==> config.mk <==
export PLATFORM = sky130hd
export DESIGN_NAME = ysyx_24100006_csr_unit
export DESIGN_NICKNAME = d
export VERILOG_FILES = /design/src/rtl/ysyx_24100006_csr_unit_pkg.sv /design/src/rtl/ysyx_24100006_csr_counter.sv /design/src/rtl/ysyx_24100006_csr_unit.sv
export SDC_FILE = /design/constraint.sdc
export NUM_CORES = 1
export LEC_CHECK = 0
export ABC_AREA = 1
export ABC_CLOCK_PERIOD_IN_PS = 9950
export BUFFER_PORTS_ARGS = -buffer_cell sky130_fd_sc_hd__buf_2
export CAP_MARGIN = 5
export CORE_MARGIN = 5
export CORE_UTILIZATION = 40
export DETAILED_ROUTE_END_ITERATION = 7
export GPL_TIMING_DRIVEN = 0
export PLACE_DENSITY = 0.68
export RECOVER_POWER = 50
export SKIP_CTS_REPAIR_TIMING = 1
export SYNTH_ARGS = -nofsm -noshare
export SYNTH_HDL_FRONTEND = slang
export SYNTH_SLANG_ARGS = --single-unit
==> constraint.sdc <==
create_clock -name clk -period 9.95 [get_ports clk]
set_input_delay 1.4925 -clock clk [delete_from_list [all_inputs] [get_ports clk]]
set_output_delay 1.4925 -clock clk [all_outputs]
set_load 0.02 [all_outputs]
==> src/rtl/ysyx_24100006_csr_unit_pkg.sv <==
// Shared definitions for the machine-mode CSR unit: addresses, op encodings,
// mstatus field layout and fixed identification values.
package ysyx_24100006_csr_unit_pkg;

    typedef enum logic [1:0] {
        CSR_OP_NONE = 2'b00,
        CSR_OP_RW   = 2'b01,
        CSR_OP_RS   = 2'b10,
        CSR_OP_RC   = 2'b11
    } csr_op_e;

    localparam logic [11:0] CSR_MSTATUS   = 12'h300;
    localparam logic [11:0] CSR_MTVEC     = 12'h305;
    localparam logic [11:0] CSR_MSCRATCH  = 12'h340;
    localparam logic [11:0] CSR_MEPC      = 12'h341;
    localparam logic [11:0] CSR_MCAUSE    = 12'h342;
    localparam logic [11:0] CSR_MCYCLE    = 12'hB00;
    localparam logic [11:0] CSR_MCYCLEH   = 12'hB80;
    localparam logic [11:0] CSR_CYCLE     = 12'hC00;
    localparam logic [11:0] CSR_CYCLEH    = 12'hC80;
    localparam logic [11:0] CSR_MVENDORID = 12'hF11;
    localparam logic [11:0] CSR_MARCHID   = 12'hF12;

    localparam int          MSTATUS_MIE    = 3;
    localparam int          MSTATUS_MPIE   = 7;
    localparam int          MSTATUS_MPP_LO = 11;
    localparam int          MSTATUS_MPP_HI = 12;
    localparam logic [1:0]  MSTATUS_MPP    = 2'b11;

    localparam logic [31:0] MARCHID_VAL    = 32'h0018_0006;
    localparam logic [31:0] ALIGN4_MASK    = 32'hFFFF_FFFC;

    function automatic logic [31:0] mstatus_pack(input logic mie, input logic mpie);
        logic [31:0] r;
        r = '0;
        r[MSTATUS_MPP_HI:MSTATUS_MPP_LO] = MSTATUS_MPP;
        r[MSTATUS_MIE]  = mie;
        r[MSTATUS_MPIE] = mpie;
        return r;
    endfunction

    function automatic logic [31:0] csr_apply(input csr_op_e op, input logic [31:0] old_val,
                                              input logic [31:0] src);
        case (op)
            CSR_OP_RW: return src;
            CSR_OP_RS: return old_val | src;
            CSR_OP_RC: return old_val & ~src;
            default:   return old_val;
        endcase
    endfunction

endpackage

==> src/rtl/ysyx_24100006_csr_counter.sv <==
// Free-running wrap-around counter with 32-bit low/high write ports; a write
// replaces the addressed half and the increment is held off via inc_suppress.
module ysyx_24100006_csr_counter #(
    parameter int CNT_WIDTH = 64
) (
    input  logic                 clk,
    input  logic                 reset,
    input  logic                 wr_lo,
    input  logic                 wr_hi,
    input  logic [31:0]          wdata,
    input  logic                 inc_suppress,
    output logic [CNT_WIDTH-1:0] cnt
);

    logic [CNT_WIDTH-1:0] cnt_q, cnt_d;

    always_comb begin
        cnt_d = cnt_q;
        if (!inc_suppress) begin
            cnt_d = cnt_q + CNT_WIDTH'(1);
        end else begin
            if (wr_lo) cnt_d = {cnt_q[CNT_WIDTH-1:32], wdata};
            // High half is narrower than 32 bits when CNT_WIDTH < 64.
            if (wr_hi) cnt_d = CNT_WIDTH'({wdata, cnt_q[31:0]});
        end
    end

    always_ff @(posedge clk or posedge reset) begin
        if (reset) cnt_q <= '0;
        else       cnt_q <= cnt_d;
    end

    assign cnt = cnt_q;

endmodule

==> src/rtl/ysyx_24100006_csr_unit.sv <==
// Machine-mode CSR unit: CSR read-modify-write, trap entry, mret and mcycle.
// Priority within one cycle is trap > mret > CSR write; reads are always live.
module ysyx_24100006_csr_unit
    import ysyx_24100006_csr_unit_pkg::*;
#(
    parameter int DATA_WIDTH   = 32,
    parameter int ADDR_WIDTH   = 12,
    parameter int HAS_MSCRATCH = 1,
    parameter int CNT_WIDTH    = 64
) (
    input  logic                  clk,
    input  logic                  reset,
    input  logic [1:0]            csr_op,
    input  logic [ADDR_WIDTH-1:0] csr_addr,
    input  logic [DATA_WIDTH-1:0] csr_src,
    output logic [DATA_WIDTH-1:0] csr_rdata,
    output logic                  csr_illegal,
    input  logic                  trap_valid,
    input  logic [DATA_WIDTH-1:0] trap_cause,
    input  logic [DATA_WIDTH-1:0] trap_pc,
    input  logic                  mret_valid,
    output logic [DATA_WIDTH-1:0] mtvec,
    output logic [DATA_WIDTH-1:0] mepc,
    output logic                  mie_global
);

    logic        mie_q, mie_d, mpie_q, mpie_d;
    logic [31:0] mtvec_q, mtvec_d, mepc_q, mepc_d;
    logic [31:0] mcause_q, mcause_d, mscratch_q, mscratch_d;

    logic [CNT_WIDTH-1:0] mcycle;
    logic [63:0]          mcycle64;
    logic [11:0]          addr;
    csr_op_e              op;
    logic [31:0]          old_val, new_val;
    logic                 implemented, read_only;
    logic                 is_write, illegal, do_write;
    logic                 cyc_wr_lo, cyc_wr_hi;

    assign addr     = 12'(csr_addr);
    assign op       = csr_op_e'(csr_op);
    assign mcycle64 = 64'(mcycle);

    always_comb begin
        implemented = 1'b1;
        read_only   = 1'b0;
        old_val     = '0;
        case (addr)
            CSR_MSTATUS:  old_val = mstatus_pack(mie_q, mpie_q);
            CSR_MTVEC:    old_val = mtvec_q;
            CSR_MSCRATCH: begin
                if (HAS_MSCRATCH != 0) old_val = mscratch_q;
                else                   implemented = 1'b0;
            end
            CSR_MEPC:     old_val = mepc_q;
            CSR_MCAUSE:   old_val = mcause_q;
            CSR_MCYCLE:   old_val = mcycle64[31:0];
            CSR_MCYCLEH:  old_val = mcycle64[63:32];
            CSR_CYCLE: begin
                old_val   = mcycle64[31:0];
                read_only = 1'b1;
            end
            CSR_CYCLEH: begin
                old_val   = mcycle64[63:32];
                read_only = 1'b1;
            end
            CSR_MVENDORID: read_only = 1'b1;
            CSR_MARCHID: begin
                old_val   = MARCHID_VAL;
                read_only = 1'b1;
            end
            default: implemented = 1'b0;
        endcase
    end

    // RS/RC with a zero source are pure reads, so they never fault on read-only CSRs.
    assign is_write = (op == CSR_OP_RW) || ((op != CSR_OP_NONE) && (csr_src != '0));
    assign illegal  = (op != CSR_OP_NONE) && (!implemented || (read_only && is_write));
    assign do_write = is_write && !illegal && !trap_valid && !mret_valid;
    assign new_val  = csr_apply(op, old_val, csr_src);

    assign cyc_wr_lo = do_write && (addr == CSR_MCYCLE);
    assign cyc_wr_hi = do_write && (addr == CSR_MCYCLEH);

    always_comb begin
        mie_d      = mie_q;
        mpie_d     = mpie_q;
        mtvec_d    = mtvec_q;
        mepc_d     = mepc_q;
        mcause_d   = mcause_q;
        mscratch_d = mscratch_q;
        if (trap_valid) begin
            mepc_d   = trap_pc & ALIGN4_MASK;
            mcause_d = trap_cause;
            mpie_d   = mie_q;
            mie_d    = 1'b0;
        end else if (mret_valid) begin
            mie_d  = mpie_q;
            mpie_d = 1'b1;
        end else if (do_write) begin
            case (addr)
                CSR_MSTATUS: begin
                    mie_d  = new_val[MSTATUS_MIE];
                    mpie_d = new_val[MSTATUS_MPIE];
                end
                CSR_MTVEC:    mtvec_d    = new_val & ALIGN4_MASK;
                CSR_MSCRATCH: mscratch_d = new_val;
                CSR_MEPC:     mepc_d     = new_val & ALIGN4_MASK;
                CSR_MCAUSE:   mcause_d   = new_val;
                default: ;
            endcase
        end
    end

    always_ff @(posedge clk or posedge reset) begin
        if (reset) begin
            mie_q      <= 1'b0;
            mpie_q     <= 1'b0;
            mtvec_q    <= '0;
            mepc_q     <= '0;
            mcause_q   <= '0;
            mscratch_q <= '0;
        end else begin
            mie_q      <= mie_d;
            mpie_q     <= mpie_d;
            mtvec_q    <= mtvec_d;
            mepc_q     <= mepc_d;
            mcause_q   <= mcause_d;
            mscratch_q <= mscratch_d;
        end
    end

    ysyx_24100006_csr_counter #(
        .CNT_WIDTH(CNT_WIDTH)
    ) u_mcycle (
        .clk         (clk),
        .reset       (reset),
        .wr_lo       (cyc_wr_lo),
        .wr_hi       (cyc_wr_hi),
        .wdata       (new_val),
        .inc_suppress(cyc_wr_lo | cyc_wr_hi),
        .cnt         (mcycle)
    );

    assign csr_rdata   = illegal ? '0 : old_val;
    assign csr_illegal = illegal;
    assign mtvec       = mtvec_q;
    assign mepc        = mepc_q;
    assign mie_global  = mie_q;

endmodule

==> metrics.md, run 1 <==
| Metric | Value |
|---|---|
| Result of the run | `finished with violations` |
| Failing checks | `max-capacitance violations, max-slew violations` |
| Setup skew after layout | `0.01377 ns` |
| Maximum fanout along the worst path | `10` |
| Area of the multi-input gates | `7043 sq um` |
| Max-capacitance violation count | `1` |
| Worst-Skew Late Latency | `between 0.4 and 0.5 ns` |
| DPL Wire Length | `48800 um` |
| Number of input and output port buffers inserted | `205` |
| Total Wirelength | `a little over 60000 um` |
| Worst slew margin | `-2.548` |
| Total area of sequential cells | `4755 sq um` |
| FF-to-FF setup slack | `roughly 7.1 ns` |
| CTS sink cnt | `190` |
| Filler Cell Count | `3378` |
| Total power divided by cell area | `approximately 120 nW/um^2` |
| First-pass GRT wire length | `89240 um` |
| Most used flip-flop cell after synthesis | `sky130_fd_sc_hd__dfrtp_1` |
| Number of optimization iterations in the first detailed-route pass | `6` |
| Placement-stage cell area | `14390 sq um` |
| TritonCTS buffer count | `17` |
| WS Path Type | `primary input to output port` |
| Worst Setup End Kind | `output port` |
| Bufs and invs on worst path | `4` |
| Worst endpoint required time | `~8.5 ns` |
| Worst Setup Slack post-DPL | `about 4.5 ns` |
| Post-route setup slack | `roughly 4.4 ns` |
| Proportion of synthesized area in mux cells | `0` |
| Simple logic cell fraction of the synthesized area | `0.4221` |
| Count of flip-flops with a built-in enable after synthesis | `0` |
| Longest individual stage delay on the worst path | `about 0.55 ns` |
| Path length in cells of the critical path | `13` |
| CORE AREA | `31560 sq um` |
| Antenna violations before repair | `8` |
| Maximum clock insertion buffer count | `2` |
| Synthesized cell area | `12810 sq um` |
| Final hold violation count | `0` |
| Adder and majority cell fraction of the synthesized area | `0.0009768` |
| Average wire per standard cell | `22.92 um` |
| Weighted congestion at the end of routability-driven global placement | `0.9950` |
| CP top delay family | `simple AND/OR/NAND/NOR gates` |
| Async set-reset flop share out of synthesis | `1.000` |
| Post-route setup TNS | `0 ns` |
| Maximum resistive drop on vdd | `roughly 0.000095 V` |
| H-tree Lvls | `4` |
| Via count | `roughly 15k` |
| Grt total ovfl | `0` |
| Length in cells of the worst reg-to-reg path | `8` |
| Power Total | `1.775 mW` |
| Total global-route track usage | `0.3316` |
| Util after Layout | `0.4741` |
| Die width | `189.0 um` |
| Cells along the critical path | `buf_2, nand2_1, nor2_1, o21ai_2, nand2_1, nor2_1, nand2_2, nand2_1, inv_1, nor2_1, buf_2, a21oi_1, buf_2` |
| Final-stage net count | `2333` |
| Maximum achievable frequency | `0.1812 GHz` |
| Tcrit/Tclk final | `0.5548` |
| DP Cell Count | `2601` |
| Critical path endpoint | `csr_rdata[13]` |
| Synthesized netlist cell count | `1990` |
| Number of distinct library cells after synthesis | `32` |
| Fraction of the yosys area taken by sequential cells | `0.3712` |
| Number of DRC violations after detailed routing | `0` |
| Leakage power total | `about 7.3 nW` |
| CTS tree | `yes` |
| Maximum number of pins on one net before global-route repair | `109` |
| Crit Reg-Reg Endpoint | `u_mcycle.cnt[40]$_DFFE_PP0P_` |
| Startpoint of the worst register-to-register path | `u_mcycle.cnt[0]$_DFFE_PP0P_` |
| Via count of the first global-routing pass | `14.18k` |
| Final slew viol count | `109` |
| Number of standard cells in the final layout excluding fillers | `~2.6k` |
| I/O pins | `~210` |
| Synthesized-area fraction occupied by ao, oa, aoi and oai cells | `0.08390` |
| Clock input transition at the sequential cells of the worst setup and hold paths | `0.08 ns` |
| Min-Delay Path Class | `flip-flop to flip-flop` |
| Synth warn | `0` |
| Slowest library cell on the worst path | `sky130_fd_sc_hd__nor2_1` |
| Worst path arrival time | `4.03 ns` |
| DIE AREA | `35700 sq um` |
| Startpoint Class | `primary input` |
| Fraction of layout cells with a size suffix above 1 | `0.1295` |
| Growth of design area from synthesis to finish | `16.78%` |
| Cell at the root of the clock tree | `sky130_fd_sc_hd__clkbuf_16` |
| Starting utilization of the core area | `0.4059` |
| Hold Worst Slack | `0.4777 ns` |
| Violation count after the first detailed-routing iteration | `1629` |
| Die height | `189.0 um` |
| Clock period minus worst slack | `around 5.5 ns` |
| Number of routed nets with antenna violations | `0` |
| Final design area excluding fillers | `approximately 15000 sq um` |
| Placement row count | `65` |
| Final setup viols | `0` |
| Pin slew with the least headroom to its limit | `between 5 and 6 ns` |
| Number of vias per cell | `5.627` |
| Crit. Startpoint | `csr_addr[9]` |
| Xor and xnor area share after synthesis | `0.04171` |
| Post-synthesis register bit count | `190` |
| Combinational family with the most area after synthesis | `simple AND/OR/NAND/NOR gates` |
| Syn_area_per_cell | `6.437 sq um` |
| Unrepaired setup endpoints after global routing | `false` |
state kept, by name (all words and copies together) (netlist names):
name          cells
mcause_q         32
mepc             30
u_mcycle.cnt     64
mpie_q            1
mscratch_q       32
mtvec            30
mie_global        1
cell type report:
class | instances | area share
antenna | 1 | 0.0001673
buffer | 90 | 0.03028
clock buffer | 17 | 0.02844
clock inverter | 15 | 0.01414
inverter | 152 | 0.03822
multi-input combinational | 1561 | 0.4708
sequential | 190 | 0.3178
tap | 402 | 0.03362
timing repair buffer | 206 | 0.06649
metal layers:
| metal | up-vias | GRT usage | share of wire |
|---|---|---|---|
| met5 | - | 0 | 0.0017 |
| met4 | 14 | 0.1483 | 0.052 |
| met3 | 180 | 0.05660 | 0.083 |
| met2 | 855 | 0.5572 | 0.47 |
| met1 | 6956 | 0.4199 | 0.39 |
| li1 | 6817 | - | - |
worst min-delay path by stage:
stage,cells after the start,to,slack [ns],from
final,2,mscratch_q[0]$_DFFE_PP0P_,0.48,mscratch_q[0]$_DFFE_PP0P_
after global routing,2,mscratch_q[23]$_DFFE_PP0P_,0.51,mscratch_q[23]$_DFFE_PP0P_
after CTS,2,mscratch_q[0]$_DFFE_PP0P_,0.48,mscratch_q[0]$_DFFE_PP0P_
after detailed placement,2,mscratch_q[26]$_DFFE_PP0P_,0.46,mscratch_q[26]$_DFFE_PP0P_
after global placement,2,mscratch_q[0]$_DFFE_PP0P_,0.45,mscratch_q[0]$_DFFE_PP0P_
after floorplan,2,mscratch_q[0]$_DFFE_PP0P_,0.44,mscratch_q[0]$_DFFE_PP0P_
cells in the mapped netlist (2+ instances only):
cell	count	share of area
sky130_fd_sc_hd__a21oi_1	84	0.033
sky130_fd_sc_hd__a31oi_1	3	0.0015
sky130_fd_sc_hd__nor2_2	11	0.0054
sky130_fd_sc_hd__nor3_1	16	0.0063
sky130_fd_sc_hd__nor2_4	5	0.0044
sky130_fd_sc_hd__inv_1	142	0.042
sky130_fd_sc_hd__nor4_1	6	0.0029
sky130_fd_sc_hd__clkbuf_1	24	0.0070
sky130_fd_sc_hd__nand4_1	24	0.012
sky130_fd_sc_hd__nor2_8	2	0.0031
sky130_fd_sc_hd__inv_2	10	0.0029
sky130_fd_sc_hd__nand2_1	738	0.22
sky130_fd_sc_hd__xor2_1	52	0.036
sky130_fd_sc_hd__nand3_1	247	0.097
sky130_fd_sc_hd__nor2_1	223	0.065
sky130_fd_sc_hd__dfrtp_1	190	0.37
sky130_fd_sc_hd__xnor2_1	9	0.0062
sky130_fd_sc_hd__nand3b_1	4	0.0023
sky130_fd_sc_hd__buf_1	8	0.0023
sky130_fd_sc_hd__o21ai_0	90	0.035
sky130_fd_sc_hd__o21ai_2	2	0.0014
sky130_fd_sc_hd__nor3b_1	3	0.0018
sky130_fd_sc_hd__buf_2	41	0.016
sky130_fd_sc_hd__nand2_2	6	0.0029
sky130_fd_sc_hd__buf_4	17	0.010
sky130_fd_sc_hd__o21ai_1	17	0.0066
sky130_fd_sc_hd__o211ai_1	11	0.0064
cell families (layout without fill, tap and decap cells):
| family | count (synthesis) | after routing |
|---|---|---|
| simple gates | 1288 | 1288 |
| buf+inv | 242 | 480 |
| compound gates | 207 | 207 |
| flops | 190 | 190 |
| xor+xnor | 61 | 61 |
| fa+ha+maj | 1 | 1 |
| other cells | 1 | 5 |
cell usage in the layout (no fill, tap or decap), drive strengths merged:
cell,Yosys,layout
nand2,744,744
nand3,249,249
nor2,241,241
buf,66,225
dfrtp,190,190
inv,152,158
o21ai,109,109
clkbuf,24,88
a21oi,84,84
xor2,52,52
nand4,25,25
nor3,16,16
o211ai,11,11
xnor2,9,9
nor4,6,6
clkinv,0,6
nand3b,4,4
conb,1,4
a31oi,3,3
nor3b,3,3
clkinvlp,0,2
diode,0,1
ha,1,1
bufinv,0,1
worst register-to-register path, stage by stage (launching register included):
cell and delay (ns):
sky130_fd_sc_hd__dfrtp_1 0.57, sky130_fd_sc_hd__ha_1 0.31, sky130_fd_sc_hd__nand3_1 0.30, sky130_fd_sc_hd__inv_1 0.23, sky130_fd_sc_hd__nand2_1 0.29, sky130_fd_sc_hd__nor4_1 0.77
sky130_fd_sc_hd__xor2_1 0.16, sky130_fd_sc_hd__nand2_1 0.10, sky130_fd_sc_hd__nand3_1 0.06
where the power goes:
group / switching (mW) / internal [mW] / total (mW)
logic: 0.143 / 0.0526 / 0.196
clock network: 0.393 / 0.370 / 0.764
registers: 0.0208 / 0.795 / 0.816
total: 0.557 / 1.22 / 1.78
Note: power is estimated with default switching activity, not from simulation.
==> inputs of run 2 (changes only) <==
--- a/config.mk
+++ b/config.mk
@@ -5,8 +5,8 @@
 export SDC_FILE = /design/constraint.sdc
 export NUM_CORES = 1
 export LEC_CHECK = 0
-export ABC_AREA = 1
-export ABC_CLOCK_PERIOD_IN_PS = 9950
+export ABC_AREA = 0
+export ABC_CLOCK_PERIOD_IN_PS = 5300
 export BUFFER_PORTS_ARGS = -buffer_cell sky130_fd_sc_hd__buf_2
 export CAP_MARGIN = 5
 export CORE_MARGIN = 5
==> constraint.sdc (replaced) <==
create_clock -name clk -period 5.3 [get_ports clk]
set_input_delay 0.795 -clock clk [delete_from_list [all_inputs] [get_ports clk]]
set_output_delay 0.795 -clock clk [all_outputs]
set_load 0.02 [all_outputs]
==> run 2 against run 1 <==
Compared with the run above: the run still ends with max-capacitance violations, max-slew violations left; sequential power increased by 95%; largest cell class unchanged; clock power increased by 86%; largest power group unchanged; clock skew increased by 0.0073 ns.
==> metrics.md, run 2 <==
| Metric | Value |
|---|---|
| Setup skew after layout | `0.02105 ns` |
| DPL Wire Length | `46760 um` |
| Maximum achievable frequency | `0.1909 GHz` |
| Worst path arrival time | `between 4 and 5 ns` |
| Number of DRC violations after detailed routing | `0` |
| Worst Setup End Kind | `output port` |
| Total Wirelength | `60740 um` |
| Bufs and invs on worst path | `5` |
| Most frequent cells in the layout | `sky130_fd_sc_hd__buf_2 (191), sky130_fd_sc_hd__dfrtp_1 (190), sky130_fd_sc_hd__nor2_1 (130)` |
| CTS tree | `yes` |
| FF-to-FF setup slack | `about 1.8 ns` |
| Final setup viols | `0` |
| Cells along the critical path | `clkbuf_1, or2_2, clkbuf_1, clkbuf_1, a21boi_1, clkbuf_1, nor2_1, buf_2` |
| Worst slew margin | `-0.4897` |
| Fraction of the yosys area taken by sequential cells | `0.3750` |
| Starting utilization of the core area | `0.4038` |
| Most frequent cell on the critical path | `sky130_fd_sc_hd__clkbuf_1` |
| Min-Delay Path Class | `primary input to async pin` |
| Placement row count | `65` |
| DIE AREA | `between 30000 and 40000 sq um` |
| Fraction of synthesized cell area taken by the top area cell type | `0.3750` |
| Filler Cell Count | `3120` |
| Commonest non-fill, non-tap cell in the layout | `sky130_fd_sc_hd__buf_2` |
| Die height | `188.0 um` |
| Max-capacitance violation count | `3` |
| Syn_area_per_cell | `roughly 9 sq um` |
| Final-stage net count | `1783` |
| Die width | `188.0 um` |
| Synth warn | `0` |
| Via count of the first global-routing pass | `13.63k` |
| Hold Worst Slack | `0.4020 ns` |
| Clock period minus worst slack | `~5.2 ns` |
| Maximum fanout along the worst path | `10` |
| Maximum number of pins on one net before global-route repair | `43` |
| Cell at the root of the clock tree | `sky130_fd_sc_hd__clkbuf_16` |
| Number of optimization iterations in the first detailed-route pass | `6` |
| Worst-Skew Late Latency | `0.46 ns` |
| H-tree Lvls | `4` |
| Fraction of layout cells with a size suffix above 1 | `0.1762` |
| Weighted congestion at the end of routability-driven global placement | `0.9642` |
| Pin slew with the least headroom to its limit | `around 2.2 ns` |
| TritonCTS buffer count | `17` |
| Number of vias per cell | `6.683` |
| Synthesized cell area | `12680 sq um` |
| Final hold violation count | `0` |
| Path length in cells of the critical path | `8` |
| Unrepaired setup endpoints after global routing | `false` |
| Growth of design area from synthesis to finish | `17.02%` |
| CTS sink cnt | `190` |
| Util after Layout | `0.4725` |
| Clock input transition at the sequential cells of the worst setup and hold paths | `0.08 ns` |
| Antenna violations before repair | `0` |
| Worst endpoint required time | `4.51 ns` |
| Final slew viol count | `roughly 100` |
| Failing checks | `max-capacitance violations, max-slew violations` |
| Max reg flops | `64` |
| Number of routed nets with antenna violations | `0` |
| Longest individual stage delay on the worst path | `0.82 ns` |
| Startpoint of the worst register-to-register path | `u_mcycle.cnt[0]$_DFFE_PP0P_` |
| Synthesized netlist cell count | `1434` |
| Leakage power total | `between 6 and 7 nW` |
| Maximum resistive drop on vdd | `~0.00018 V` |
| Placement-stage cell area | `roughly 14000 sq um` |
| Maximum clock insertion buffer count | `2` |
| Length in cells of the worst reg-to-reg path | `8` |
| Crit Reg-Reg Endpoint | `u_mcycle.cnt[40]$_DFFE_PP0P_` |
| Top cells by count, synth | `sky130_fd_sc_hd__dfrtp_1 (190), sky130_fd_sc_hd__nor2_1 (130), sky130_fd_sc_hd__a21oi_1 (91)` |
| Tcrit/Tclk final | `0.9885` |
| First-pass GRT wire length | `89200 um` |
| Number of input and output port buffers inserted | `~200` |
| Total global-route track usage | `0.3318` |
| Violation count after the first detailed-routing iteration | `1995` |
| Most used flip-flop cell after synthesis | `sky130_fd_sc_hd__dfrtp_1` |
| Async set-reset flop share out of synthesis | `1.000` |
| Result of the run | `finished with violations` |
| Count of flip-flops with a built-in enable after synthesis | `0` |
| Most numerous cell in the Yosys netlist | `sky130_fd_sc_hd__dfrtp_1` |
| CP top delay family | `buffers and inverters` |
| WS Path Type | `primary input to output port` |
| Final design area excluding fillers | `14830 sq um` |
| Startpoint Class | `primary input` |
| I/O pins | `roughly 210` |
| Most area-hungry cell type in the Yosys netlist | `sky130_fd_sc_hd__dfrtp_1` |
| Cell types occupying the most area after synthesis | `sky130_fd_sc_hd__dfrtp_1 (38%), sky130_fd_sc_hd__mux2i_1 (6.4%), sky130_fd_sc_hd__nor2_1 (3.8%)` |
| Grt total ovfl | `0` |
| Via count | `13.91k` |
| Total power divided by cell area | `241.9 nW/um^2` |
| Post-synthesis register bit count | `190` |
| Post-route setup TNS | `0 ns` |
| Average wire per standard cell | `29.17 um` |
| Total area of sequential cells | `between 4000 and 5000 sq um` |
| Final antenna diode count | `0` |
| CORE AREA | `between 30000 and 40000 sq um` |
| Area of the multi-input gates | `7123 sq um` |
| Number of distinct library cells after synthesis | `90` |
| Slowest library cell on the worst path | `sky130_fd_sc_hd__a21boi_1` |
-- run 2: cell count changes in the layout (fill, tap and decap cells not counted), moves of 33 or more --
cell                       previous run  this run
sky130_fd_sc_hd__inv_1              141        74
sky130_fd_sc_hd__a22oi_1              0        42
sky130_fd_sc_hd__mux2i_1              0        81
sky130_fd_sc_hd__xor2_1              52         9
sky130_fd_sc_hd__nor2_1             223       130
sky130_fd_sc_hd__clkbuf_1            71       104
sky130_fd_sc_hd__nand2_1            738        71
sky130_fd_sc_hd__nand3_1            247        34
-- run 2: how the worst max path moves through the flow --
stage                            start             to  slack, ns
after floorplan           csr_addr[10]  csr_rdata[22]       1.58
after global placement    csr_addr[11]   csr_rdata[1]       0.17
after detailed placement     csr_op[0]  csr_rdata[31]       0.20
after CTS                    csr_op[0]  csr_rdata[31]       0.19
after global routing         csr_op[0]  csr_rdata[21]       0.15
final                        csr_op[0]   csr_rdata[0]       0.06
-- run 2: layer usage --
layer  global-route usage  share of wire
met1               0.4307           0.40
met2               0.5288           0.45
met3              0.07316           0.10
met4               0.1544          0.050
met5                    0              0
-- run 2: report_power, final --
| group | switching (mW) | leakage, nW | internal, mW |
|---|---|---|---|
| combinational | 0.392 | 4.23 | 0.185 |
| clock | 0.694 | 0.303 | 0.724 |
| sequential | 0.0762 | 2.07 | 1.52 |
| total | 1.16 | 6.60 | 2.43 |
-- run 2: logic make-up (layout without fill, tap and decap cells) --
family,count (synthesis),in the layout,synth area share
AND/OR/NAND/NOR,482,482,0.2021
AO/OA/AOI/OAI,444,444,0.2545
flip-flops,190,190,0.3750
buffers and inverters,185,428,0.06395
multiplexers,104,104,0.08439
XOR/XNOR,27,27,0.01865
adder cells (fa/ha/maj),1,1,0.0009868
other,1,4,0.0002958
-- run 2: area by class of cell --
type / instances / area share
multi-input combinational: 1062 / 0.4802
buffer: 109 / 0.03543
clock inverter: 14 / 0.01316
clock buffer: 17 / 0.02868
sequential: 190 / 0.3205
inverter: 76 / 0.01932
timing repair buffer: 212 / 0.06883
tap: 402 / 0.03391
-- run 2: worst reg2reg max path, cell delays in order (launching register included) --
cell                       delay [ns]
sky130_fd_sc_hd__dfrtp_1         0.45
sky130_fd_sc_hd__ha_1            0.23
sky130_fd_sc_hd__nand3_1         0.39
sky130_fd_sc_hd__nor4_1          0.53
sky130_fd_sc_hd__clkbuf_1        0.49
sky130_fd_sc_hd__nand3_1         0.47
sky130_fd_sc_hd__nor3_1          0.37
sky130_fd_sc_hd__mux2_2          0.39
sky130_fd_sc_hd__a21oi_1         0.11
-- run 2: metrics by stage --
stage	setup WS (ns)	power, mW	cells
2_1_floorplan	1.578	1.917	1437
3_3_place_gp	0.1657	2.163	2042
3_5_place_dp	0.1981	2.180	2049
4_1_cts	0.1898	3.572	2080
5_1_grt	0.1510	3.690	2082
6_report	0.06075	3.589	2082
